===== config.mk =====
export PLATFORM = sky130hd
export DESIGN_NAME = int_ctrl
export DESIGN_NICKNAME = d
export VERILOG_FILES = /design/src/rtl/int_ctrl_pkg.sv /design/src/rtl/int_prio_enc.sv /design/src/rtl/int_ctrl.sv
export SDC_FILE = /design/constraint.sdc
export NUM_CORES = 1
export LEC_CHECK = 0
export CAP_MARGIN = 20
export CORE_UTILIZATION = 42
export CTS_CLUSTER_SIZE = 14
export DETAILED_ROUTE_END_ITERATION = 10
export GPL_ROUTABILITY_DRIVEN = 0
export PLACE_DENSITY = 0.78
export SETUP_SLACK_MARGIN = 0.3
export SYNTH_ARGS = -nofsm -noshare
export SYNTH_HDL_FRONTEND = slang
export SYNTH_SLANG_ARGS = --single-unit

===== constraint.sdc =====
create_clock -name clk -period 1.86 [get_ports clk]
set_clock_uncertainty 0.2 [all_clocks]
set_input_delay 0.186 -clock clk [delete_from_list [all_inputs] [get_ports clk]]
set_output_delay 0.186 -clock clk [all_outputs]
set_load 0.01 [all_outputs]

===== src/rtl/int_ctrl_pkg.sv =====
// Shared types and helpers for the vectored interrupt controller.
// Optional periodic timer source is enabled with INT_TIMER_EN.
package int_ctrl_pkg;

    typedef enum logic [1:0] {
        IDLE,
        REQ,
        SERVICE
    } state_t;

    localparam int ID_W = 4;

    function automatic logic [31:0] vec_of(
        input logic [ID_W-1:0] ch,
        input int              base,
        input int              stride
    );
        return 32'(base + int'(ch) * stride);
    endfunction

endpackage


===== src/rtl/int_prio_enc.sv =====
// Lowest-index-first priority encoder over the enabled pending sources.
// Reports whether any source is active and which one wins.
module int_prio_enc
    import int_ctrl_pkg::*;
#(
    parameter int N = 4
) (
    input  logic [N-1:0]    req,
    output logic            valid,
    output logic [ID_W-1:0] id
);

    always_comb begin
        valid = |req;
        id    = '0;
        // Walk downward so the lowest set index is the last assignment.
        for (int i = N - 1; i >= 0; i--) begin
            if (req[i]) id = ID_W'(i);
        end
    end

endmodule


===== src/rtl/int_ctrl.sv =====
// Vectored interrupt controller: edge latch, mask, fixed priority, req/ack/end.
// Define INT_TIMER_EN to add a periodic timer as lowest-priority source N_CH.
module int_ctrl
    import int_ctrl_pkg::*;
#(
    parameter int N_CH       = 4,
    parameter int PC_W       = 10,
    parameter int VEC_BASE   = 1,
    parameter int VEC_STRIDE = 1,
    parameter int TMR_W      = 16,
`ifdef INT_TIMER_EN
    localparam int NSRC = N_CH + 1
`else
    localparam int NSRC = N_CH
`endif
) (
    input  logic             clk,
    input  logic             reset,
    input  logic [N_CH-1:0]  irq_in,
    input  logic             mask_we,
    input  logic [NSRC-1:0]  mask_d,
    output logic [NSRC-1:0]  mask_q,
    output logic [NSRC-1:0]  pend_q,
    output logic             int_req,
    output logic [PC_W-1:0]  int_vec,
    output logic [ID_W-1:0]  int_id,
    input  logic             int_ack,
    input  logic             int_end,
    output logic             busy
`ifdef INT_TIMER_EN
    ,
    input  logic             tmr_we,
    input  logic [TMR_W-1:0] tmr_period_d
`endif
);

    if (N_CH < 1 || N_CH > 16 || PC_W < 1 || TMR_W < 1 ||
        NSRC > (1 << ID_W)) begin : g_cfg_err
        $error("int_ctrl: unsupported parameter set");
    end

    state_t          state;
    logic [N_CH-1:0] prev_irq;
    logic [NSRC-1:0] set_bits;
    logic [NSRC-1:0] clr_bits;
    logic [NSRC-1:0] active;
    logic            win_valid;
    logic [ID_W-1:0] win_id;
    logic            tmr_hit;

    assign active = pend_q & mask_q;

    int_prio_enc #(
        .N(NSRC)
    ) u_enc (
        .req  (active),
        .valid(win_valid),
        .id   (win_id)
    );

`ifdef INT_TIMER_EN
    logic [TMR_W-1:0] tmr_count;
    logic [TMR_W-1:0] tmr_period;

    assign tmr_hit = !tmr_we && (tmr_period != '0) &&
                     (tmr_count == tmr_period - 1'b1);

    always_ff @(posedge clk) begin
        if (!reset) begin
            tmr_count  <= '0;
            tmr_period <= '0;
        end else if (tmr_we) begin
            tmr_period <= tmr_period_d;
            tmr_count  <= '0;
        end else if (tmr_period != '0) begin
            if (tmr_hit) tmr_count <= '0;
            else         tmr_count <= tmr_count + 1'b1;
        end
    end
`else
    assign tmr_hit = 1'b0;
`endif

    always_comb begin
        set_bits            = '0;
        set_bits[N_CH-1:0]  = irq_in & ~prev_irq;
`ifdef INT_TIMER_EN
        set_bits[N_CH]      = tmr_hit;
`endif
    end

    // Only the granted source is consumed, and only when the ack lands in REQ.
    always_comb begin
        clr_bits = '0;
        for (int i = 0; i < NSRC; i++) begin
            clr_bits[i] = (state == REQ) && int_ack && (int_id == ID_W'(i));
        end
    end

    always_ff @(posedge clk) begin
        if (!reset) begin
            state    <= IDLE;
            prev_irq <= '0;
            mask_q   <= '0;
            pend_q   <= '0;
            int_req  <= 1'b0;
            int_vec  <= '0;
            int_id   <= '0;
            busy     <= 1'b0;
        end else begin
            prev_irq <= irq_in;
            if (mask_we) mask_q <= mask_d;
            // A fresh edge on the acked source wins over its clear.
            pend_q <= (pend_q & ~clr_bits) | set_bits;
            unique case (state)
                IDLE: begin
                    if (win_valid) begin
                        state   <= REQ;
                        int_req <= 1'b1;
                        int_id  <= win_id;
                        int_vec <= PC_W'(vec_of(win_id, VEC_BASE, VEC_STRIDE));
                    end
                end
                REQ: begin
                    if (int_ack) begin
                        state   <= SERVICE;
                        int_req <= 1'b0;
                        busy    <= 1'b1;
                    end
                end
                SERVICE: begin
                    if (int_end) begin
                        state <= IDLE;
                        busy  <= 1'b0;
                    end
                end
                default: state <= IDLE;
            endcase
        end
    end

endmodule


Word level (Yosys, flattened, before mapping)
Index checks and enable logic that the tools add are counted.

storage, ports and cells
  logic and storage cells = 51
  output and inout bits = 24
  register bits after elaboration = 30
  input bits = 13

cells by class
  equal/unequal tests = 8
  bitwise operators = 6
  add/sub/neg operators = 1
  muxes and demuxes = 14
  reduce and logical (&&, ||, !) cells = 14

operator list
  cell                 number
  $mux 2               7
  $and 4x4->4          3
  $reduce_and 3->1     3
  $eq 4x2->1 const B   2
  $not 4->4            2
  $pmux 2 s3           1
  $add 1x4->5 const A  1
  $logic_and 1x1->1    5
  $eq 4x1->1 const B   1
  $logic_not 4->1      1
  $mux 1               4
  $ne 2x2->1 const B   2
  $or 4x4->4           1
  $pmux 1 s2           2
  $reduce_bool 2->1    2
  $reduce_or 4->1      1
  $eq 2x1->1 const B   1
  $eq 2x2->1 const B   1
  $logic_not 2->1      1
  $ne 2x1->1 const B   1
  $reduce_and 2->1     1

Depth between registers and ports, before layout
  word-level depth = 6
  depth in mapped cells = 6
  mapped depth without buffers = 6

Hierarchy
Synthesis repeated with hierarchy kept, for this count alone.

second synthesis, totals
  cell total of the unflattened synthesis = 117
  area total of the unflattened synthesis = 1112.3 µm²

modules (own cells, without submodules)
  module        times used  area an instance (µm²)  cells each  sequential area each (µm²)
  int_ctrl      1           1058.5                  107         500.5
  int_prio_enc  1           53.8                    10          0.0

Worst setup path before layout
Ideal clock, no wire load.

  path type = register -> register
  start = register pend_q[2]
  end = register int_vec[1]
  required time = 1.527 ns
  arrival time = 1.334 ns
  clock period less this slack = 1.667 ns
  cell stages (with the launch flop) = 6
  path slack = 0.193 ns
  path buffers = 0
  library setup time = 0.133 ns
  cells stage by stage = dfxtp_1 a22oi_1 and2b_2 ha_1 nand3_1 o21ai_0

between the ends
  longest elaborated chain between the ends = 5
  elaborated cells between the ends (all ways) = 7
  classes of those cells = add/sub (1); mux (3); bitwise (1); reduce/logical (2)

RTL lines
  element                 line                text
  from (decl)             int_ctrl.sv:23      output logic [NSRC-1:0] pend_q,
  from (signal assigned)  int_ctrl.sv:114     pend_q <= (pend_q & ~clr_bits) | set_bits;
  $and 4x4->4             int_ctrl.sv:51      assign active = pend_q & mask_q;
  $mux 2 (3 in series)    int_prio_enc.sv:18  if (req[i]) id = ID_W'(i);
  net u_enc.id[1]         int_prio_enc.sv:10  output logic [ID_W-1:0] id
  $add 1x4->5             int_ctrl_pkg.sv:18  return 32'(base + int'(ch) * stride);
  to (signal assigned)    int_ctrl.sv:121     int_vec <= PC_W'(vec_of(win_id, VEC_BASE, VEC_STRIDE));
  to (decl)               int_ctrl.sv:25      output logic [PC_W-1:0] int_vec,

The timed path passes the listed nets, and every way through them passes these cells.
A chain may end at the register's enable or synchronous reset.

Worst setup path in the final report
  start = register pend_q[1]
  end = register int_vec[1]

between the ends
  longest elaborated chain between the ends = 4
  elaborated cells between the ends (all ways) = 6
  classes of those cells = add/sub (1); mux (2); bitwise (1); reduce/logical (2)

RTL lines
  element               line
  $and 4x4->4           int_ctrl.sv:51
  $mux 2 (2 in series)  int_prio_enc.sv:18
  net u_enc.id[1]       int_prio_enc.sv:10
  $add 1x4->5           int_ctrl_pkg.sv:18

The timed path passes the listed nets, and every way through them passes these cells.

==> metrics.txt <==
outcome=completed; main combinational cell family by area after synthesis=simple AND/OR/NAND/NOR gates; Initial Utilization=46.3%; Synth Register Bits=21; RSZ-0062 raised after global routing=false; DP Wirelength=1.36 mm; Crit Path Max Fanout=4; Post-synth EDFFs=0; DR pass1 iterations=4; Clock Sinks=21; VDD IR max=0.501 mV; Detail Route Antenna Nets=0; pins over their slew limit=0; met3 routed WL=117 um; Synth Area per Inst=9.27 um^2; top_reg_cell synth=dfxtp_1; CTS Buffer Depth=2; most common cell after layout, fill and taps aside=dlygate4sd2_1; Fill cells=187; Vias=790; Multi-input gate area=489 um^2; Final setup viols=0; hold crit path type=in2reg; FF/Latch Area=444 um^2; cells after synthesis=101; Tmin final=1520 ps; grt total ovfl=0; crit end category=flop; total track usage=18.9%; Ant. Diodes=0; final wirelength=2.04 mm; total power after layout=0.000893 W; async set-reset flop share out of synthesis=0%; Placeable Area=2020 um^2; Area after DPL=1200 um^2; WP data required=1860 ps; commonest cells after routing, fill and taps aside=dlygate4sd2_1 (14), clkdlybuf4s50_1 (12), nand2_1 (11); routed metal-1 wire length=909 um; initial antenna violation count=0; final hold vios=0; Synth Area in XOR/XNOR=0%; CTS tree=yes; Die Width=49.2 um; startpoint types=flop; Seq/Total Area, Yosys=44.9%; Synth Cell Area=936 um^2; DRC Markers=0; first-pass GRT wire length=3.42 mm; Max Clk Rate=659 MHz; Die H=49.2 um; initial drt markers=16; pwr dens=694 nW/um^2; Vias per Instance=4.97; share of layout cells above drive strength 1=21.2%; Ys Warns=0; mux share of post-synthesis cell area=5.35%; clk slew on worst S/H paths=110 ps; Distinct cells, synth=31; Layout area overhead=37.6%; Top Metal Used=met4; vias in the first global route=732; Die ar.=2420 um^2; Nets=147; Synth Area in Adders=1.34%; Synth Area in Simple Gates=22.3%; Crit Path Class=reg2reg; Max Cap Viol=0; Final Cycle Share=81.6%; Worst-Skew Late Latency=300 ps; root buffer cell=clkbuf_4; LEAKAGE=0.564 nW; total I/O pin count=37; CP arrival=1520 ps; metal2 WL=990 um; post-synthesis compound-gate area fraction=16.6%; number of buffers added on ports=27; hold_buf cts=0; wire length per cell=12.8 um; Final Cell Area=1290 um^2; clock buffer count from CTS=3; H-Tree Level Count=1; post-route setup TNS=0 ps; row cnt=16; largest net degree at the start of global routing=25
Yosys cell counts (2+ instances only):
cell      number  share of area (%)
dfxtp_1       21                 45
nand2_1       11                4.4
nor2b_1       10                6.7
buf_4          9                7.2
o21ai_0        7                3.7
mux2i_1        5                5.3
a21oi_1        4                2.1
and2_1         4                2.7
nand3_1        3                1.6
a21boi_0       2                1.6
clkbuf_1       2               0.80
nor2_1         2               0.80
nor3b_1        2                1.6
o21a_1         2                1.6
kinds of logic after synthesis:
kind of cell	count (synthesis)
AND/OR/NAND/NOR	38
AO/OA/AOI/OAI	22
flip-flops	21
buffers and inverters	13
multiplexers	5
adder cells (fa/ha/maj)	1
other	1
report_power, final:
| part | switching (W) | internal, W |
|---|---|---|
| registers | 0.0000327 | 0.000479 |
| logic | 0.0000747 | 0.0000899 |
| clock network | 0.000136 | 0.0000803 |
worst max-delay path: stages (launching register included):
cell and delay [ps]:
dfxtp_4 370, a22oi_2 300, and2b_2 230, ha_4 200, nand3_1 50, o21ai_1 60
what timing repair did:
item | in CTS | in global routing
pin swaps | 2 | 2
buffers inserted | 1 | 3
gates resized for setup | 26 | 7
setup endpoints to repair | 16 | 6
worst paths after layout:
check,endpoint,start,depth (start not counted),slack [ps]
max reg2reg,int_vec[1],pend_q[1],5,340
min,prev_irq[1],irq_in[1],2,260
min reg2reg,int_vec[2],int_vec[2],2,270
max,int_vec[1],pend_q[1],5,340
per-layer routing:
| metal | vias to the layer above | GRT usage [%] |
|---|---|---|
| met5 | - | 0 |
| met4 | 0 | 7.35 |
| met3 | 2 | 6.85 |
| met2 | 29 | 30.4 |
| met1 | 370 | 22.8 |
| li1 | 389 | - |
metrics by stage:
step                cells  utilization (%)  setup WS (ps)  hold WS, ps
floorplan             109                -            305          108
global placement      151             59.3            299          257
detailed placement    151             59.3            241          248
CTS                   156             61.3            204          246
global route          159             63.7            287          247
finish                159             63.7            343          256
cell type report:
cell class	instances	share of cell area, %
clock buffer	3	1.75
clock inverter	1	0.389
multi-input combinational	75	38.0
sequential	21	34.5
tap	27	2.62
timing repair buffer	32	22.7
sequential cells by signal (all words and copies together), names as in the netlist:
register  count
busy          1
int_id        2
int_req       1
int_vec       3
mask_q        4
pend_q        4
prev_irq      4
state         2
Power figures use the tool's default switching activity.
